==> config.mk <==
export PLATFORM = sky130hd
export DESIGN_NAME = trdb_apb_ctrl
export DESIGN_NICKNAME = d
export VERILOG_FILES = /design/src/rtl/trdb_pkg.sv /design/src/rtl/edge_detect.sv /design/src/rtl/trdb_apb_ctrl.sv
export SDC_FILE = /design/constraint.sdc
export NUM_CORES = 1
export LEC_CHECK = 0
export ABC_AREA = 1
export BUFFER_PORTS_ARGS = -buffer_cell sky130_fd_sc_hd__clkbuf_2
export CAP_MARGIN = 10
export CORE_UTILIZATION = 49
export CTS_CLUSTER_SIZE = 12
export DETAILED_ROUTE_END_ITERATION = 12
export GPL_TIMING_DRIVEN = 0
export PLACE_DENSITY = 0.76
export REMOVE_ABC_BUFFERS = 1
export SYNTH_ARGS = -nofsm -noshare
export SYNTH_HDL_FRONTEND = slang
export SYNTH_SLANG_ARGS = --single-unit
==> constraint.sdc <==
create_clock -name clk_i -period 3.7 [get_ports clk_i]
set_input_delay 0.185 -clock clk_i [delete_from_list [all_inputs] [get_ports clk_i]]
set_output_delay 0.185 -clock clk_i [all_outputs]
set_load 0.02 [all_outputs]
==> src/rtl/trdb_pkg.sv <==
// Shared constants and types for the trace debug APB control slave.
package trdb_pkg;

    // Register offsets within the 16-byte window (address bits [3:0]).
    localparam logic [3:0] TRDB_CTRL_OFF   = 4'h0;
    localparam logic [3:0] TRDB_STATUS_OFF = 4'h4;
    localparam logic [3:0] TRDB_ONCNT_OFF  = 4'h8;
    localparam logic [3:0] TRDB_OFFCNT_OFF = 4'hC;

    // CTRL register bit positions.
    localparam int unsigned TRDB_CTRL_ACT_BIT     = 0;
    localparam int unsigned TRDB_CTRL_REQ_ON_BIT  = 1;
    localparam int unsigned TRDB_CTRL_REQ_OFF_BIT = 2;

    // STATUS register bit positions.
    localparam int unsigned TRDB_STATUS_EN_BIT   = 0;
    localparam int unsigned TRDB_STATUS_RDY_BIT  = 1;
    localparam int unsigned TRDB_STATUS_BUSY_BIT = 2;
    localparam int unsigned TRDB_STATUS_DROP_BIT = 3;

    // Request pulse generator states.
    typedef enum logic [1:0] {
        REQ_IDLE,
        REQ_PULSE,
        REQ_GAP
    } trdb_req_state_e;

    // Which request output the current pulse drives.
    typedef enum logic {
        REQ_DIR_ON,
        REQ_DIR_OFF
    } trdb_req_dir_e;

endpackage

==> src/rtl/edge_detect.sv <==
// Registers an input once, then flags rising/falling edges of that sample.
// The outputs are combinational from two flops, one cycle after the input moves.
module edge_detect (
    input  logic clk_i,
    input  logic rst_ni,
    input  logic d_i,
    output logic rise_o,
    output logic fall_o
);

    logic sample_q;
    logic prev_q;

    // Sample the input and keep the previous sample for comparison.
    always_ff @(posedge clk_i or negedge rst_ni) begin
        if (!rst_ni) begin
            sample_q <= 1'b0;
            prev_q   <= 1'b0;
        end else begin
            sample_q <= d_i;
            prev_q   <= sample_q;
        end
    end

    assign rise_o = sample_q & ~prev_q;
    assign fall_o = ~sample_q & prev_q;

endmodule

==> src/rtl/trdb_apb_ctrl.sv <==
// APB control slave for the trace encoder: turns CTRL writes into finite
// request pulses separated by a low gap, and reports encoder status and
// saturating trace_enable edge counts back to software.
// APB handshake: zero wait states, pready_o = psel_i & penable_i; a write
// takes effect on the clock edge where psel_i, penable_i and pwrite_i are high.
module trdb_apb_ctrl
    import trdb_pkg::*;
#(
    parameter int unsigned APB_ADDR_WIDTH = 12,
    parameter int unsigned REQ_HOLD       = 2,
    parameter int unsigned CNT_W          = 16
) (
    input  logic                      clk_i,
    input  logic                      rst_ni,
    input  logic [APB_ADDR_WIDTH-1:0] paddr_i,
    input  logic                      psel_i,
    input  logic                      penable_i,
    input  logic                      pwrite_i,
    input  logic [31:0]               pwdata_i,
    output logic [31:0]               prdata_o,
    output logic                      pready_o,
    output logic                      pslverr_o,
    input  logic                      trace_enable_i,
    input  logic                      encapsulator_ready_i,
    output logic                      trace_activated_o,
    output logic                      trace_req_on_o,
    output logic                      trace_req_off_o
);

    localparam logic [3:0]       HOLD_INIT = 4'(REQ_HOLD - 1);
    localparam logic [CNT_W-1:0] CNT_MAX   = {CNT_W{1'b1}};

    // APB decode
    logic       access;
    logic       addr_err;
    logic       wr_en;
    logic [3:0] reg_off;
    logic       ctrl_wr;
    logic       status_wr;
    logic       oncnt_wr;
    logic       offcnt_wr;
    logic       req_wr;

    assign reg_off   = {paddr_i[3:2], 2'b00};
    assign addr_err  = |paddr_i[APB_ADDR_WIDTH-1:4];
    assign access    = psel_i & penable_i;
    assign pready_o  = access;
    assign pslverr_o = access & addr_err;
    assign wr_en     = access & pwrite_i & ~addr_err;

    assign ctrl_wr   = wr_en & (reg_off == TRDB_CTRL_OFF);
    assign status_wr = wr_en & (reg_off == TRDB_STATUS_OFF);
    assign oncnt_wr  = wr_en & (reg_off == TRDB_ONCNT_OFF);
    assign offcnt_wr = wr_en & (reg_off == TRDB_OFFCNT_OFF);
    assign req_wr    = ctrl_wr & (pwdata_i[TRDB_CTRL_REQ_ON_BIT] | pwdata_i[TRDB_CTRL_REQ_OFF_BIT]);

    // Byte-lane bits of the address and the upper write data have no meaning here.
    logic unused_apb_bits;
    assign unused_apb_bits = ^{paddr_i[1:0], pwdata_i[31:4]};

    // Register state
    trdb_req_state_e  state_q, state_d;
    trdb_req_dir_e    dir_q, dir_d;
    logic [3:0]       hold_q, hold_d;
    logic             req_on_q, req_off_q;
    logic             act_q;
    logic             drop_q;
    logic             drop_set;
    logic [CNT_W-1:0] on_cnt_q, off_cnt_q;
    logic             te_rise, te_fall;

    // Edge detector on trace_enable_i feeds the event counters.
    edge_detect u_te_edge (
        .clk_i  (clk_i),
        .rst_ni (rst_ni),
        .d_i    (trace_enable_i),
        .rise_o (te_rise),
        .fall_o (te_fall)
    );

    // Request FSM next state: REQ_OFF has priority; requests outside IDLE are dropped.
    always_comb begin
        state_d  = state_q;
        dir_d    = dir_q;
        hold_d   = hold_q;
        drop_set = 1'b0;
        case (state_q)
            REQ_IDLE: begin
                if (req_wr) begin
                    dir_d   = pwdata_i[TRDB_CTRL_REQ_OFF_BIT] ? REQ_DIR_OFF : REQ_DIR_ON;
                    hold_d  = HOLD_INIT;
                    state_d = REQ_PULSE;
                end
            end
            REQ_PULSE: begin
                drop_set = req_wr;
                if (hold_q == 4'd0) begin
                    state_d = REQ_GAP;
                end else begin
                    hold_d = hold_q - 4'd1;
                end
            end
            REQ_GAP: begin
                drop_set = req_wr;
                state_d  = REQ_IDLE;
            end
            default: begin
                state_d = REQ_IDLE;
            end
        endcase
    end

    // FSM registers; request outputs are registered from the next state so they are glitch-free.
    always_ff @(posedge clk_i or negedge rst_ni) begin
        if (!rst_ni) begin
            state_q   <= REQ_IDLE;
            dir_q     <= REQ_DIR_ON;
            hold_q    <= 4'd0;
            req_on_q  <= 1'b0;
            req_off_q <= 1'b0;
        end else begin
            state_q   <= state_d;
            dir_q     <= dir_d;
            hold_q    <= hold_d;
            req_on_q  <= (state_d == REQ_PULSE) && (dir_d == REQ_DIR_ON);
            req_off_q <= (state_d == REQ_PULSE) && (dir_d == REQ_DIR_OFF);
        end
    end

    // CTRL.ACT and the sticky DROP flag (a new drop beats a same-cycle clear).
    always_ff @(posedge clk_i or negedge rst_ni) begin
        if (!rst_ni) begin
            act_q  <= 1'b0;
            drop_q <= 1'b0;
        end else begin
            if (ctrl_wr) begin
                act_q <= pwdata_i[TRDB_CTRL_ACT_BIT];
            end
            if (drop_set) begin
                drop_q <= 1'b1;
            end else if (status_wr && pwdata_i[TRDB_STATUS_DROP_BIT]) begin
                drop_q <= 1'b0;
            end
        end
    end

    // Saturating edge counters; a software clear wins over a same-cycle increment.
    always_ff @(posedge clk_i or negedge rst_ni) begin
        if (!rst_ni) begin
            on_cnt_q  <= '0;
            off_cnt_q <= '0;
        end else begin
            if (oncnt_wr) begin
                on_cnt_q <= '0;
            end else if (te_rise && (on_cnt_q != CNT_MAX)) begin
                on_cnt_q <= on_cnt_q + CNT_W'(1);
            end
            if (offcnt_wr) begin
                off_cnt_q <= '0;
            end else if (te_fall && (off_cnt_q != CNT_MAX)) begin
                off_cnt_q <= off_cnt_q + CNT_W'(1);
            end
        end
    end

    // Combinational read mux; zero outside a valid read select.
    always_comb begin
        prdata_o = 32'h0;
        if (psel_i && !pwrite_i && !addr_err) begin
            case (reg_off)
                TRDB_CTRL_OFF: begin
                    prdata_o[TRDB_CTRL_ACT_BIT] = act_q;
                end
                TRDB_STATUS_OFF: begin
                    prdata_o[TRDB_STATUS_EN_BIT]   = trace_enable_i;
                    prdata_o[TRDB_STATUS_RDY_BIT]  = encapsulator_ready_i;
                    prdata_o[TRDB_STATUS_BUSY_BIT] = (state_q != REQ_IDLE);
                    prdata_o[TRDB_STATUS_DROP_BIT] = drop_q;
                end
                TRDB_ONCNT_OFF:  prdata_o = 32'(on_cnt_q);
                TRDB_OFFCNT_OFF: prdata_o = 32'(off_cnt_q);
                default:         prdata_o = 32'h0;
            endcase
        end
    end

    assign trace_activated_o = act_q;
    assign trace_req_on_o    = req_on_q;
    assign trace_req_off_o   = req_off_q;

endmodule

---- Word-level counts from Yosys, hierarchy flattened ----
Index checks and enable logic that the tools add are counted.
W data, S select, Z words.
cells by class
  add/subtract/negate cells ............... 3
  equal/unequal tests ..................... 10
  muxes and demuxes ....................... 20
  bitwise gates (word level) .............. 16
  reductions and logical operators ........ 20
operators by type and width
  operator                 number
  $mux W16                 5
  $add A16 B1 Y16 const B  2
  $ne A16 B16 Y1 const B   2
  $pmux W12 S2             1
  $and A1 B1 Y1            11
  $reduce_bool A2 Y1       5
  $pmux W3 S3              1
  $logic_not A4 Y1         2
  $mux W4                  2
  $pmux W4 S2              1
  $reduce_or A8 Y1         1
  $logic_and A1 B1 Y1      7
  $eq A2 B1 Y1 const B     3
  $eq A2 B2 Y1 const B     3
  $mux W1                  6
  $mux W2                  2
  $ne A2 B2 Y1 const B     2
  $not A1 Y1               4
  $pmux W1 S4              1
  $pmux W2 S2              1
  $sub A4 B1 Y4 const B    1
  $reduce_and A3 Y1        1
  $logic_not A1 Y1         2
  $logic_not A2 Y1         1
  other kinds (2)          2
storage, ports and cells
  flip-flop bits (word level) ............. 45
  input port bits ......................... 51
  output and inout port bits .............. 37
  word-level logic and storage cells ...... 80

---- Logic depth before layout (Yosys ltp) ----
Gate-level depths: netlist of run 1.
  depth in word-level cells ............... 9
  gate-level depth with buffers ........... 10

---- Hierarchy ----
From an unflattened synthesis of run 1, not the netlist that was laid out.
unflattened totals
  cell total of the unflattened synthesis .. 419
  area total of the unflattened synthesis .. 3,148.0 µm²
modules (own cells, without submodules)
  module         instances  cells each  area an instance (µm²)  seq. area each (µm²)
  trdb_apb_ctrl  1          413         3,083.0                 1,076.0
  edge_detect    1          6           65.1                    50.0

---- Least setup slack after synthesis of run 1 ----
OpenSTA, ideal clock, no wires.
  path kind ............................... input to output
  start point ............................. in paddr_i[11]
  end point ............................... out prdata_o[1]
  data arrival time ....................... 1,423 ps
  data required time ...................... 3,515 ps
  setup slack ............................. 2,092 ps
  stages .................................. 6
  buffers on the path ..................... 0
  path through ............................ nor2_1 > nand2_1 > nor2_2 > nand3_1 > or2_2 > a31oi_1
on the way
  cells in the longest elaborated chain, start to end .. 4
ends and longest elaborated chain
  element              line                  source
  start, declared      trdb_apb_ctrl.sv:15   input logic [APB_ADDR_WIDTH-1:0] paddr_i,
  $reduce_or A8 Y1     trdb_apb_ctrl.sv:45   assign addr_err = |paddr_i[APB_ADDR_WIDTH-1:4];
  $logic_not A1 Y1     trdb_apb_ctrl.sv:169  if (psel_i && !pwrite_i && !addr_err) begin
  $logic_and A1 B1 Y1  trdb_apb_ctrl.sv:169
  $mux W16             trdb_apb_ctrl.sv:169
  end, declared        trdb_apb_ctrl.sv:20   output logic [31:0] prdata_o,
Every way passes these cells.

---- Worst setup path in the final report of run 1 ----
  start point ............................. reg off_cnt_q[0]
  end point ............................... reg off_cnt_q[4]
on the way
  cells in the longest elaborated chain, start to end .. 3
  elaborated cells on any way between the ends .. 6
  those cells by class .................... add/sub: 1; eq/ne: 1; mux: 2; reduce/logical: 2
ends and longest elaborated chain
  element                                            line                                        source
  start, declared                                    trdb_apb_ctrl.sv:69                         logic [CNT_W-1:0] on_cnt_q, off_cnt_q;
  start signal, assigned                             trdb_apb_ctrl.sv:161                        off_cnt_q <= off_cnt_q + CNT_W'(1);
  $add A16 B1 Y16 or $ne A16 B16 Y1 (tied branches)  trdb_apb_ctrl.sv:161, trdb_apb_ctrl.sv:160
  $mux W16 or $logic_and A1 B1 Y1 (tied branches)    trdb_apb_ctrl.sv:160                        end else if (te_fall && (off_cnt_q != CNT_MAX)) begin
  $mux W16 or $reduce_bool A2 Y1 (tied branches)     --
Parallel ways exist; a longest one is shown, timed or not. The select of a mux whose other input is x is not followed.
A chain may end at the register's enable or synchronous reset.

==> impl_summary.log, run 1 <==
INFO  metric run_status = finished clean
INFO  metric synth_top_cells_by_area = sky130_fd_sc_hd__dfrtp_1 (37%), sky130_fd_sc_hd__nand2_1 (12%), sky130_fd_sc_hd__nand3_1 (8.8%)
INFO  metric drive_above_1_share = 0.156
INFO  metric grt_overflow = 0
INFO  metric num-fill-cells = 597
INFO  metric first_global_vias = 2523
INFO  metric placementRows = 28
INFO  metric critical_path_required = 3.88 ns
INFO  metric critical_path.reg2reg.startpoint = off_cnt_q[0]
INFO  metric tritoncts_clock_tree = yes
INFO  metric syn-instance-count = 415
INFO  metric final_core_utilization = 0.560
INFO  metric synth.yosys.warnings = 0
INFO  metric worstSetupPathType = reg -> reg
INFO  metric final_nets = 511
INFO  metric finalClockSkew = 0.00608 ns
INFO  metric highest_fanout_seen_on_the_critical_path = 26
INFO  metric ys_seq_area_frac = 0.367
INFO  metric netlist_area = 3070 um^2
INFO  metric ys_ff_latch = 45
INFO  metric yosys.area.top_type = sky130_fd_sc_hd__dfrtp_1
INFO  metric post-synth-top-area-fraction = 0.367
INFO  metric timing.max_slew.rel_slack = 0.370
INFO  metric avgRoutedWirePerCell = 12.4 um
INFO  metric setup_repair_after_global_routing_missed_its_margin = false
INFO  metric cts_root_buf = sky130_fd_sc_hd__clkbuf_8
INFO  metric worstHoldPathCells = 1
INFO  metric worstReg2RegEnd = off_cnt_q[4]
INFO  metric cts_num_sinks = 45
INFO  metric clock.fmax = 0.403 GHz
INFO  metric final_common_cell = sky130_fd_sc_hd__nand2_1
INFO  metric number_of_iterations_in_the_first_detailed_routing_pass = 4
INFO  metric min_period = 2.48 ns
INFO  metric track_usage = 0.221
INFO  metric worst_setup_hold_path_clk_slew = 0.08 ns
INFO  metric max-vdd-ir-drop = 0.221 mV
INFO  metric die-width = 81.2 um
INFO  metric wirelength = 6580 um
INFO  metric clock_insertion_delay_worst_skew = 0.29 ns
INFO  metric gp_routability_congestion = 0.890
INFO  metric die_area = 6590 um^2
INFO  metric max_slew.worst_pin.slew = 0.944 ns
INFO  metric maximum_number_of_pins_on_one_net_before_global_route_repair = 46
INFO  metric wire_length_of_the_first_global_routing_pass = 11300 um
INFO  metric crit_path_dat = 2.66 ns
INFO  metric antenna_found_initial = 0
INFO  metric setup-tns-final = 0 ns
INFO  metric io_pins = 88
INFO  metric drt.antenna.violating_nets = 0
INFO  metric detail_route.drc_violations = 0
INFO  metric synth.distinct_cells = 32
INFO  metric die_h = 81.2 um
INFO  metric final_hold_fails = 0
INFO  metric fin_crit_sh = 0.671
INFO  metric mean_number_of_vias_per_cell = 5.23
INFO  metric ff2ff_path_depth = 9
INFO  metric slew_viol_final = 0
INFO  metric avgSynthCellArea = 7.40 um^2
INFO  metric floorplan.initialDensity = 0.513
INFO  metric regToRegSetupSlack = 1.22 ns
INFO  metric cts-buffers-inserted = 5
INFO  metric hold_path_class = in -> reg
INFO  metric routed-via-count = 2772
INFO  metric cts_resized = 0
INFO  metric hold_end = u_te_edge.sample_q
INFO  metric number_of_port_buffers = 41
INFO  metric final-setup-viol-count = 0
INFO  metric core_area = 5990 um^2
INFO  metric power.density_cell_area = 327 nW/um^2
INFO  metric worstHoldStart = trace_enable_i
INFO  metric detail_route.iter0.violations = 138
INFO  metric layout.cells.most_common_list = sky130_fd_sc_hd__nand2_1 (97), sky130_fd_sc_hd__nand3_1 (54), sky130_fd_sc_hd__inv_1 (46)
INFO  metric place.detailed.hpwl = 4910 um
INFO  metric h-tree-depth = 2
INFO  metric num_antenna_cells = 0
INFO  metric cts_max_path_buffers = 2
INFO  metric setup.worst_path.start_class = register
INFO  metric flow.area_growth_from_synthesis = 9.25%
INFO  metric element_type_at_the_critical_path_end = register
INFO  metric cap_viol_max_count = 0
INFO  metric p_leak = 1.56 nW
==> registers in the layout, indices dropped and copies added, names as in the netlist <==
signal	flops
dir_q	1
drop_q	1
hold_q	4
off_cnt_q	16
on_cnt_q	16
state_q	2
trace_activated_o	1
trace_req_off_o	1
trace_req_on_o	1
u_te_edge.prev_q	1
u_te_edge.sample_q	1
==> power by group <==
group          internal [W]  switching, W
Sequential         0.000536     0.0000515
Clock              0.000134      0.000160
Combinational     0.0000769      0.000136
==> Yosys cell counts <==
cell type                  count
sky130_fd_sc_hd__nand3_1      54
sky130_fd_sc_hd__o21ai_0      16
sky130_fd_sc_hd__conb_1        1
sky130_fd_sc_hd__inv_2         1
sky130_fd_sc_hd__nor3b_1       1
sky130_fd_sc_hd__nand2_2       1
sky130_fd_sc_hd__xor2_1       21
sky130_fd_sc_hd__or2_2         2
sky130_fd_sc_hd__o22ai_1       1
sky130_fd_sc_hd__buf_4        18
sky130_fd_sc_hd__nor2_2        2
sky130_fd_sc_hd__buf_6         2
sky130_fd_sc_hd__xnor2_1       7
sky130_fd_sc_hd__nand2_4       1
sky130_fd_sc_hd__o21ai_2       9
sky130_fd_sc_hd__buf_2         1
sky130_fd_sc_hd__nor2_1       31
sky130_fd_sc_hd__nor3_2        2
sky130_fd_sc_hd__mux2_2        1
sky130_fd_sc_hd__a221oi_1      1
sky130_fd_sc_hd__nand2_1      97
sky130_fd_sc_hd__clkbuf_1      5
sky130_fd_sc_hd__nor3_1       10
sky130_fd_sc_hd__a21oi_1      14
sky130_fd_sc_hd__o21ai_1       6
sky130_fd_sc_hd__ha_1          6
sky130_fd_sc_hd__o21ai_4       1
sky130_fd_sc_hd__dfrtp_1      45
sky130_fd_sc_hd__nand3_2       4
sky130_fd_sc_hd__a31oi_1       2
sky130_fd_sc_hd__nand4_1       6
sky130_fd_sc_hd__inv_1        46
==> routing by layer <==
| layer | track usage | vias to the layer above | share of wire |
|---|---|---|---|
| li1 | - | 1392 | - |
| met1 | 0.308 | 1296 | 0.50 |
| met2 | 0.363 | 79 | 0.45 |
| met3 | 0.0326 | 5 | 0.040 |
| met4 | 0.0464 | 0 | 0.0061 |
| met5 | 0 | - | 0 |
==> logic make-up after synthesis <==
kind of cell,synth area share
simple gates,0.309
compound gates,0.0986
xor+xnor,0.0799
fa+ha+maj,0.0244
buf+inv,0.117
other cells,0.00122
mux,0.00367
flops,0.367
==> through the flow <==
stage	setup slack [ns]	cells	power, W	hold WS [ns]	instance area (um^2)
2_1_floorplan	1.74	404	0.000743	-0.111	2950
3_3_place_gp	1.18	520	0.000797	0.329	3240
3_5_place_dp	1.15	520	0.000806	0.326	3240
4_1_cts	1.22	528	0.00110	0.0180	3320
5_1_grt	0.984	530	0.00116	0.0188	3350
6_report	1.22	530	0.00110	0.0271	3350
==> worst max-delay path, cell delays in order, from the launching register on <==
cell and delay (ns):
sky130_fd_sc_hd__dfrtp_1 0.43, sky130_fd_sc_hd__ha_1 0.26, sky130_fd_sc_hd__nand3_1 0.16, sky130_fd_sc_hd__inv_1 0.07, sky130_fd_sc_hd__nand2_1 0.10, sky130_fd_sc_hd__nor2_1 0.06
sky130_fd_sc_hd__o21ai_2 0.72, sky130_fd_sc_hd__inv_1 0.35, sky130_fd_sc_hd__nand2_1 0.14, sky130_fd_sc_hd__nand2_1 0.06
==> worst max path at each step <==
| stage | start | to | slack, ns | cells past startpoint |
|---|---|---|---|---|
| 4_1_cts | off_cnt_q[0] | off_cnt_q[4] | 1.22 | 9 |
| 2_1_floorplan | off_cnt_q[0] | off_cnt_q[10] | 1.74 | 9 |
| 3_3_place_gp | paddr_i[3] | on_cnt_q[11] | 1.18 | 7 |
| 5_1_grt | off_cnt_q[0] | off_cnt_q[11] | 0.98 | 9 |
| 3_5_place_dp | paddr_i[3] | on_cnt_q[1] | 1.15 | 7 |
| 6_report | off_cnt_q[0] | off_cnt_q[4] | 1.22 | 9 |
==> timing repair <==
action | in CTS | in global routing
hold buffers | 0 | 1
endpoints found under the setup margin | 0 | 0
hold endpoints to repair | 0 | 11
setup buffers | 0 | 0
==> layout make-up <==
class,instances,area [um^2],share of cell area
clock buffer,8,80.1,0.0239
inverter,47,176,0.0526
multi-input combinational,312,1640,0.490
sequential,45,1130,0.336
tap,75,93.8,0.0280
timing repair buffer,43,235,0.0701
Power figures use the tool's default switching activity.
==> run 2: changes to the inputs <==
ABC_AREA = 0   (was 1)
CORE_UTILIZATION = 47   (was 49)
PLACE_DENSITY = 0.77   (was 0.76)
clock period = 2.1 ns   (was 3.7 ns; I/O delays follow)
==> run 2 against run 1 <==
Compared with the run above:
- clock skew about the same
- first-iteration DRC count is 23% higher
- power grew to 3.0 times the previous value
- clock-buffer cell count is 3 lower
- sequential cell count is the same
- synthesized area decreased by 4.2%
- critical endpoint is now hold_q[2]
- largest cell class unchanged
- largest power group unchanged
==> impl_summary.log, run 2 <==
INFO  metric wire_length_on_met3 = 354 um
INFO  metric avgRoutedWirePerCell = 14.4 um
INFO  metric track_usage = 0.213
INFO  metric number_of_iterations_in_the_first_detailed_routing_pass = 4
INFO  metric setup_repair_after_global_routing_missed_its_margin = false
INFO  metric power.density_cell_area = 1010 nW/um^2
INFO  metric synth_top_cells_by_area = sky130_fd_sc_hd__dfrtp_1 (38%), sky130_fd_sc_hd__nor2_1 (7.1%), sky130_fd_sc_hd__mux2i_1 (5.1%)
INFO  metric gp_routability_congestion = 0.821
INFO  metric avgSynthCellArea = 9.05 um^2
INFO  metric maximum_number_of_pins_on_one_net_before_global_route_repair = 46
INFO  metric number_of_port_buffers = 41
INFO  metric max-vdd-ir-drop = 0.633 mV
INFO  metric detail_route.drc_violations = 0
INFO  metric crit_family = simple AND/OR/NAND/NOR gates
INFO  metric num-fill-cells = 550
INFO  metric cts-buffers-inserted = 5
INFO  metric cap_viol_max_count = 0
INFO  metric core_area = 5990 um^2
INFO  metric grt_overflow = 0
INFO  metric dr_wl_met2 = 2940 um
INFO  metric crit_chain = inv_1 > ha_1 > nor3b_1 > nand2b_1 > nor2_1 > a22o_1 > a221o_1
INFO  metric async_flop_share = 1.00
INFO  metric cts_max_path_buffers = 2
INFO  metric synth.yosys.warnings = 0
INFO  metric die_h = 81.1 um
INFO  metric ys_ff_latch = 45
INFO  metric critical_path_buf_inv_count = 1
INFO  metric drive_above_1_share = 0.196
INFO  metric layout.cells.non_filler = 443
INFO  metric synth-edff-count = 0
INFO  metric synth-main-ff-cell = sky130_fd_sc_hd__dfrtp_1
INFO  metric place.detailed.instances = 429
INFO  metric slew_viol_final = 0
INFO  metric dr.max_layer_used = met4
INFO  metric routed-via-count = 2453
INFO  metric worstSetupPathType = reg -> reg
INFO  metric multi_input_area = 1650 um^2
INFO  metric synth.most_common_cell = sky130_fd_sc_hd__nor2_1
INFO  metric netlist_area = 2940 um^2
INFO  metric num_antenna_cells = 0
INFO  metric worst_setup_hold_path_clk_slew = 0.09 ns
INFO  metric cts_num_sinks = 45
INFO  metric clock.fmax = 0.524 GHz
INFO  metric wirelength = 6380 um
INFO  metric max_slew.worst_pin.slew = 0.637 ns
INFO  metric place.detailed.hpwl = 4620 um
INFO  metric final_hold_fails = 0
INFO  metric flow.area_growth_from_synthesis = 11.6%
INFO  metric seq_area = 1130 um^2
INFO  metric die_area = 6580 um^2
INFO  metric floorplan.initialDensity = 0.491
INFO  metric syn-instance-count = 325
INFO  metric hold_path_class = in -> reg
INFO  metric tritoncts_clock_tree = yes
INFO  metric dpl_worst_slack = -0.313 ns
INFO  metric setup.worst_path.start_class = register
INFO  metric first_global_vias = 2252
INFO  metric die-width = 81.1 um
INFO  metric h-tree-depth = 2
INFO  metric crit_path_dat = 2.10 ns
INFO  metric mean_number_of_vias_per_cell = 5.54
INFO  metric critical_path_required = 2.29 ns
INFO  metric yosys.area.top_type = sky130_fd_sc_hd__dfrtp_1
INFO  metric final_nets = 424
INFO  metric largestRegisters = off_cnt_q x16, on_cnt_q x16, hold_q x4
INFO  metric element_type_at_the_critical_path_end = register
INFO  metric wl_met1 = 3010 um
INFO  metric setup_ws = 0.192 ns
INFO  metric synth_commonest_cells = sky130_fd_sc_hd__nor2_1 (56), sky130_fd_sc_hd__dfrtp_1 (45), sky130_fd_sc_hd__nand2_1 (24)
INFO  metric final_common_cell = sky130_fd_sc_hd__nor2_1
INFO  metric post-synth-top-area-fraction = 0.383
INFO  metric timing.max_slew.rel_slack = 0.575
INFO  metric antenna_found_initial = 0
INFO  metric cts_root_buf = sky130_fd_sc_hd__clkbuf_8
INFO  metric detail_route.iter0.violations = 170
INFO  metric ys_seq_area_frac = 0.383
INFO  metric finalClockSkew = 0.00573 ns
INFO  metric drt.antenna.violating_nets = 0
INFO  metric io_pins = 88
INFO  metric p_leak = 1.48 nW
INFO  metric clock_insertion_delay_worst_skew = 0.30 ns
INFO  metric min_period = 1.91 ns
INFO  metric final-setup-viol-count = 0
INFO  metric highest_fanout_seen_on_the_critical_path = 5
INFO  metric placementRows = 28
INFO  metric crit_slowest_cell = sky130_fd_sc_hd__dfrtp_1
INFO  metric run_status = finished clean
INFO  metric layout.cells.most_common_list = sky130_fd_sc_hd__nor2_1 (56), sky130_fd_sc_hd__dfrtp_1 (45), sky130_fd_sc_hd__clkbuf_2 (41)
INFO  metric fin_crit_sh = 0.909
INFO  metric p_total = 0.00331 W
INFO  metric timing.critical_path.slowest_cell_delay = 0.41 ns
INFO  metric synth.distinct_cells = 54
INFO  metric setup-tns-final = 0 ns
INFO  metric wire_length_of_the_first_global_routing_pass = 10600 um
## run 2: cell count changes after synthesis, sizes merged, moves of 16 or more
cell   change
nand2     -75
o21ai     -25
xor2      -16
nand3     -44
nor2      +24
inv       -36
## run 2: kinds of logic after synthesis
kind of cell | synth area share
AO/OA/AOI/OAI | 0.0850
flip-flops | 0.383
other | 0.00127
adder cells (fa/ha/maj) | 0.0255
XOR/XNOR | 0.0655
AND/OR/NAND/NOR | 0.283
buffers and inverters | 0.0795
multiplexers | 0.0778
## run 2: routing by layer
metal,GRT usage,vias to the layer above
met4,0.0732,0
met2,0.341,71
met5,0,-
li1,-,1189
met3,0.0337,7
met1,0.291,1186
## run 2: repair_timing
action | CTS | global route
setup buffers | 0 | 3
hold endpoints to repair | 1 | 12
hold buffers | 1 | 1
endpoints found under the setup margin | 11 | 25
resized for setup | 1 | 1
pin swaps | 0 | 3
## run 2: path summary, 6_finish.rpt
| kind | slack [ns] | cells after the start | endpoint | from |
|---|---|---|---|---|
| min in group asynchronous | 0.23 | 2 | on_cnt_q[1] | rst_ni |
| setup reg to reg | 0.19 | 7 | hold_q[2] | hold_q[0] |
| max in group asynchronous | 1.37 | 3 | on_cnt_q[10] | rst_ni |
| setup / recovery | 0.19 | 7 | hold_q[2] | hold_q[0] |
| hold reg to reg | 0.44 | 0 | u_te_edge.prev_q | u_te_edge.sample_q |
| hold / removal | 0.04 | 2 | trace_activated_o | pwdata_i[0] |
## run 2: layout make-up
| cell class | count | area share |
|---|---|---|
| inverter | 11 | 0.0126 |
| timing repair buffer | 47 | 0.0853 |
| sequential | 45 | 0.343 |
| clock inverter | 3 | 0.00648 |
| clock buffer | 5 | 0.0210 |
| multi-input combinational | 257 | 0.503 |
| tap | 75 | 0.0286 |
## run 2: power breakdown
group / internal, W / switching (W)
registers: 0.00114 / 0.000430
clock network: 0.000237 / 0.000327
logic: 0.000514 / 0.000666
## run 2: worst register-to-register path: cells and delay by family, from the launching register on
kind | cells | cell delay (ns)
AO/OA/AOI/OAI | 2 | 0.52
adder cells (fa/ha/maj) | 1 | 0.16
flip-flops | 1 | 0.41
buffers and inverters | 1 | 0.15
AND/OR/NAND/NOR | 3 | 0.55
## run 2: through the flow
stage                      util  area (um^2)  hold slack, ns
after floorplan               -         2810          -0.191
after global placement    0.518         3110           0.251
after CTS                 0.537         3210          0.0451
after global routing      0.548         3280          0.0532
final                     0.548         3280          0.0431
after detailed placement  0.518         3110           0.257
==> run 3: changes to the inputs <==
REMOVE_ABC_BUFFERS = default   (was 1)
==> run 3 against run 2 <==
Compared with the run above:
- clock power fell by 5.3%
- routed wire length rose by 2.2%
- register-to-register slack got worse by 0.04 ns
- maximum frequency fell by 2.2%
- worst setup slack got worse by 0.043 ns
- largest cell class unchanged
- clock-buffer cell count rose by 1
- combinational power barely moved
- clock skew rose by 0.0016 ns
- critical path depth fell by 1
==> impl_summary.log, run 3 (synthesized netlist as in run 2, its figures left out) <==
INFO  metric run_status = finished clean
INFO  metric slew_viol_final = 0
INFO  metric cap_viol_max_count = 0
INFO  metric setup_ws = 0.149 ns
INFO  metric gp_routability_congestion = 0.852
INFO  metric switchingPower = 0.00140 W
INFO  metric cts_max_path_buffers = 2
INFO  metric detail_route.iter0.violations = 135
INFO  metric worstHoldPathCells = 2
INFO  metric post_cts_buffers = 0
INFO  metric die_h = 81.1 um
INFO  metric number_of_iterations_in_the_first_detailed_routing_pass = 4
INFO  metric p_leak = 1.59 nW
INFO  metric number_of_port_buffers = 41
INFO  metric timing.critical_path.slowest_cell_delay = 0.47 ns
INFO  metric worstHoldStart = pwdata_i[0]
INFO  metric critical_path_required = 2.29 ns
INFO  metric num_antenna_cells = 0
INFO  metric cellInternalPower = 0.00190 W
INFO  metric max_slew.worst_pin.slew = 0.635 ns
INFO  metric power.sequential.fraction = 0.477
INFO  metric floorplan.initialDensity = 0.491
INFO  metric critical_path.reg2reg.startpoint = on_cnt_q[0]
INFO  metric setup_repair_after_global_routing_missed_its_margin = false
INFO  metric place.detailed.hpwl = 4840 um
INFO  metric setup-tns-final = 0 ns
INFO  metric crit_slowest_cell = sky130_fd_sc_hd__nor4_4
INFO  metric crit_chain = ha_1 > nand2_1 > nor4_4 > a21boi_0 > xnor2_1 > nor2_1
INFO  metric hold_end = trace_activated_o
INFO  metric antenna_found_initial = 0
INFO  metric grt_overflow = 0
INFO  metric mean_number_of_vias_per_cell = 5.44
INFO  metric final_nets = 448
INFO  metric drt.antenna.violating_nets = 0
INFO  metric portion_of_total_power_attributed_to_combinational_logic = 0.362
INFO  metric h-tree-depth = 2
INFO  metric max-vdd-ir-drop = 0.495 mV
INFO  metric die_area = 6580 um^2
INFO  metric clock_insertion_delay_worst_skew = 0.30 ns
INFO  metric final_hold_fails = 0
INFO  metric first_global_vias = 2452
INFO  metric avgRoutedWirePerCell = 14.0 um
INFO  metric detail_route.drc_violations = 0
INFO  metric final_common_cell = sky130_fd_sc_hd__nor2_1
INFO  metric timing.max_slew.rel_slack = 0.576
INFO  metric wire_length_of_the_first_global_routing_pass = 11000 um
INFO  metric layout.cells.most_common_list = sky130_fd_sc_hd__nor2_1 (56), sky130_fd_sc_hd__dfrtp_1 (45), sky130_fd_sc_hd__clkbuf_2 (43)
INFO  metric clock.fmax = 0.513 GHz
INFO  metric portion_of_total_power_attributed_to_the_clock_network = 0.161
INFO  metric power.switching_fraction = 0.424
INFO  metric regToRegSetupSlack = 0.15 ns
INFO  metric cts-buffers-inserted = 5
INFO  metric wirelength = 6520 um
INFO  metric crit_path_dat = 2.14 ns
INFO  metric cts_root_buf = sky130_fd_sc_hd__clkbuf_8
INFO  metric track_usage = 0.220
INFO  metric io_pins = 88
INFO  metric highest_fanout_seen_on_the_critical_path = 8
INFO  metric worstSetupPathType = reg -> reg
INFO  metric routed-via-count = 2542
INFO  metric core_area = 5990 um^2
INFO  metric setup.worst_path.start_class = register
INFO  metric element_type_at_the_critical_path_end = register
INFO  metric worstReg2RegEnd = on_cnt_q[0]
INFO  metric placementRows = 28
INFO  metric cts_num_sinks = 45
INFO  metric final-setup-viol-count = 0
INFO  metric fin_crit_sh = 0.929
INFO  metric cts_resized = 0
INFO  metric dpl_worst_slack = 0.105 ns
INFO  metric hold_path_class = in -> reg
INFO  metric ff2ff_path_depth = 6
INFO  metric drive_above_1_share = 0.232
INFO  metric finalClockSkew = 0.00733 ns
INFO  metric worst_setup_hold_path_clk_slew = 0.08 ns
INFO  metric largestRegisters = off_cnt_q x16, on_cnt_q x16, hold_q x4
INFO  metric maximum_number_of_pins_on_one_net_before_global_route_repair = 46
INFO  metric min_period = 1.95 ns
INFO  metric tritoncts_clock_tree = yes
INFO  metric power.density_cell_area = 965 nW/um^2
INFO  metric flow.area_growth_from_synthesis = 16.2%
INFO  metric die-width = 81.1 um
run 3: cell type report:
type	instances	area [um^2]
plain buffers	27	193
clock buffers	6	72.6
clock inverters	2	10.0
fillers	556	2570
inverters	11	41.3
multi-input cells	257	1640
flip-flops and latches	45	1130
well taps	75	93.8
repair buffers	44	245
run 3: timing repair:
| item | 4_1_cts | 5_1_grt |
|---|---|---|
| hold buffers | 1 | 1 |
| endpoints found under the hold margin | 1 | 45 |
| endpoints found under the setup margin | 0 | 2 |
run 3: worst max path at each step:
stage,from,slack [ns],end
after global routing,on_cnt_q[0],0.03,on_cnt_q[0]
after detailed placement,on_cnt_q[0],0.10,on_cnt_q[0]
final,on_cnt_q[0],0.15,on_cnt_q[0]
after global placement,on_cnt_q[1],0.19,on_cnt_q[1]
after CTS,on_cnt_q[0],0.09,on_cnt_q[0]
after floorplan,hold_q[0],0.41,hold_q[2]
run 3: critical path: cells and delay by family, from the launching register on:
kind	cells	cell delay, ns
AO/OA/AOI/OAI	1	0.29
XOR/XNOR	1	0.22
adder cells (fa/ha/maj)	1	0.23
flip-flops	1	0.41
AND/OR/NAND/NOR	3	0.69
run 3: through the flow:
step	hold slack [ns]	total power, W	instances	util	area, um^2
2_1_floorplan	-0.191	0.00243	340	-	3000
3_5_place_dp	0.233	0.00275	456	0.551	3300
5_1_grt	0.0436	0.00353	467	0.571	3420
6_report	0.0403	0.00330	467	0.571	3420
4_1_cts	0.0392	0.00330	465	0.566	3390
3_3_place_gp	0.234	0.00268	456	0.551	3300
run 3: metal layers:
| metal | part of all wire | global-route usage |
|---|---|---|
| met1 | 0.43 | 0.261 |
| met2 | 0.52 | 0.383 |
| met3 | 0.034 | 0.0461 |
| met4 | 0.014 | 0.0911 |
| met5 | 0 | 0 |
run 3: power groups by stage:
stage	Combinational, W	Sequential [W]	Clock, W
2_1_floorplan	0.000984	0.00145	0
3_3_place_gp	0.00113	0.00155	0
3_5_place_dp	0.00117	0.00157	0
4_1_cts	0.00119	0.00156	0.000546
5_1_grt	0.00133	0.00161	0.000586
6_report	0.00119	0.00157	0.000533
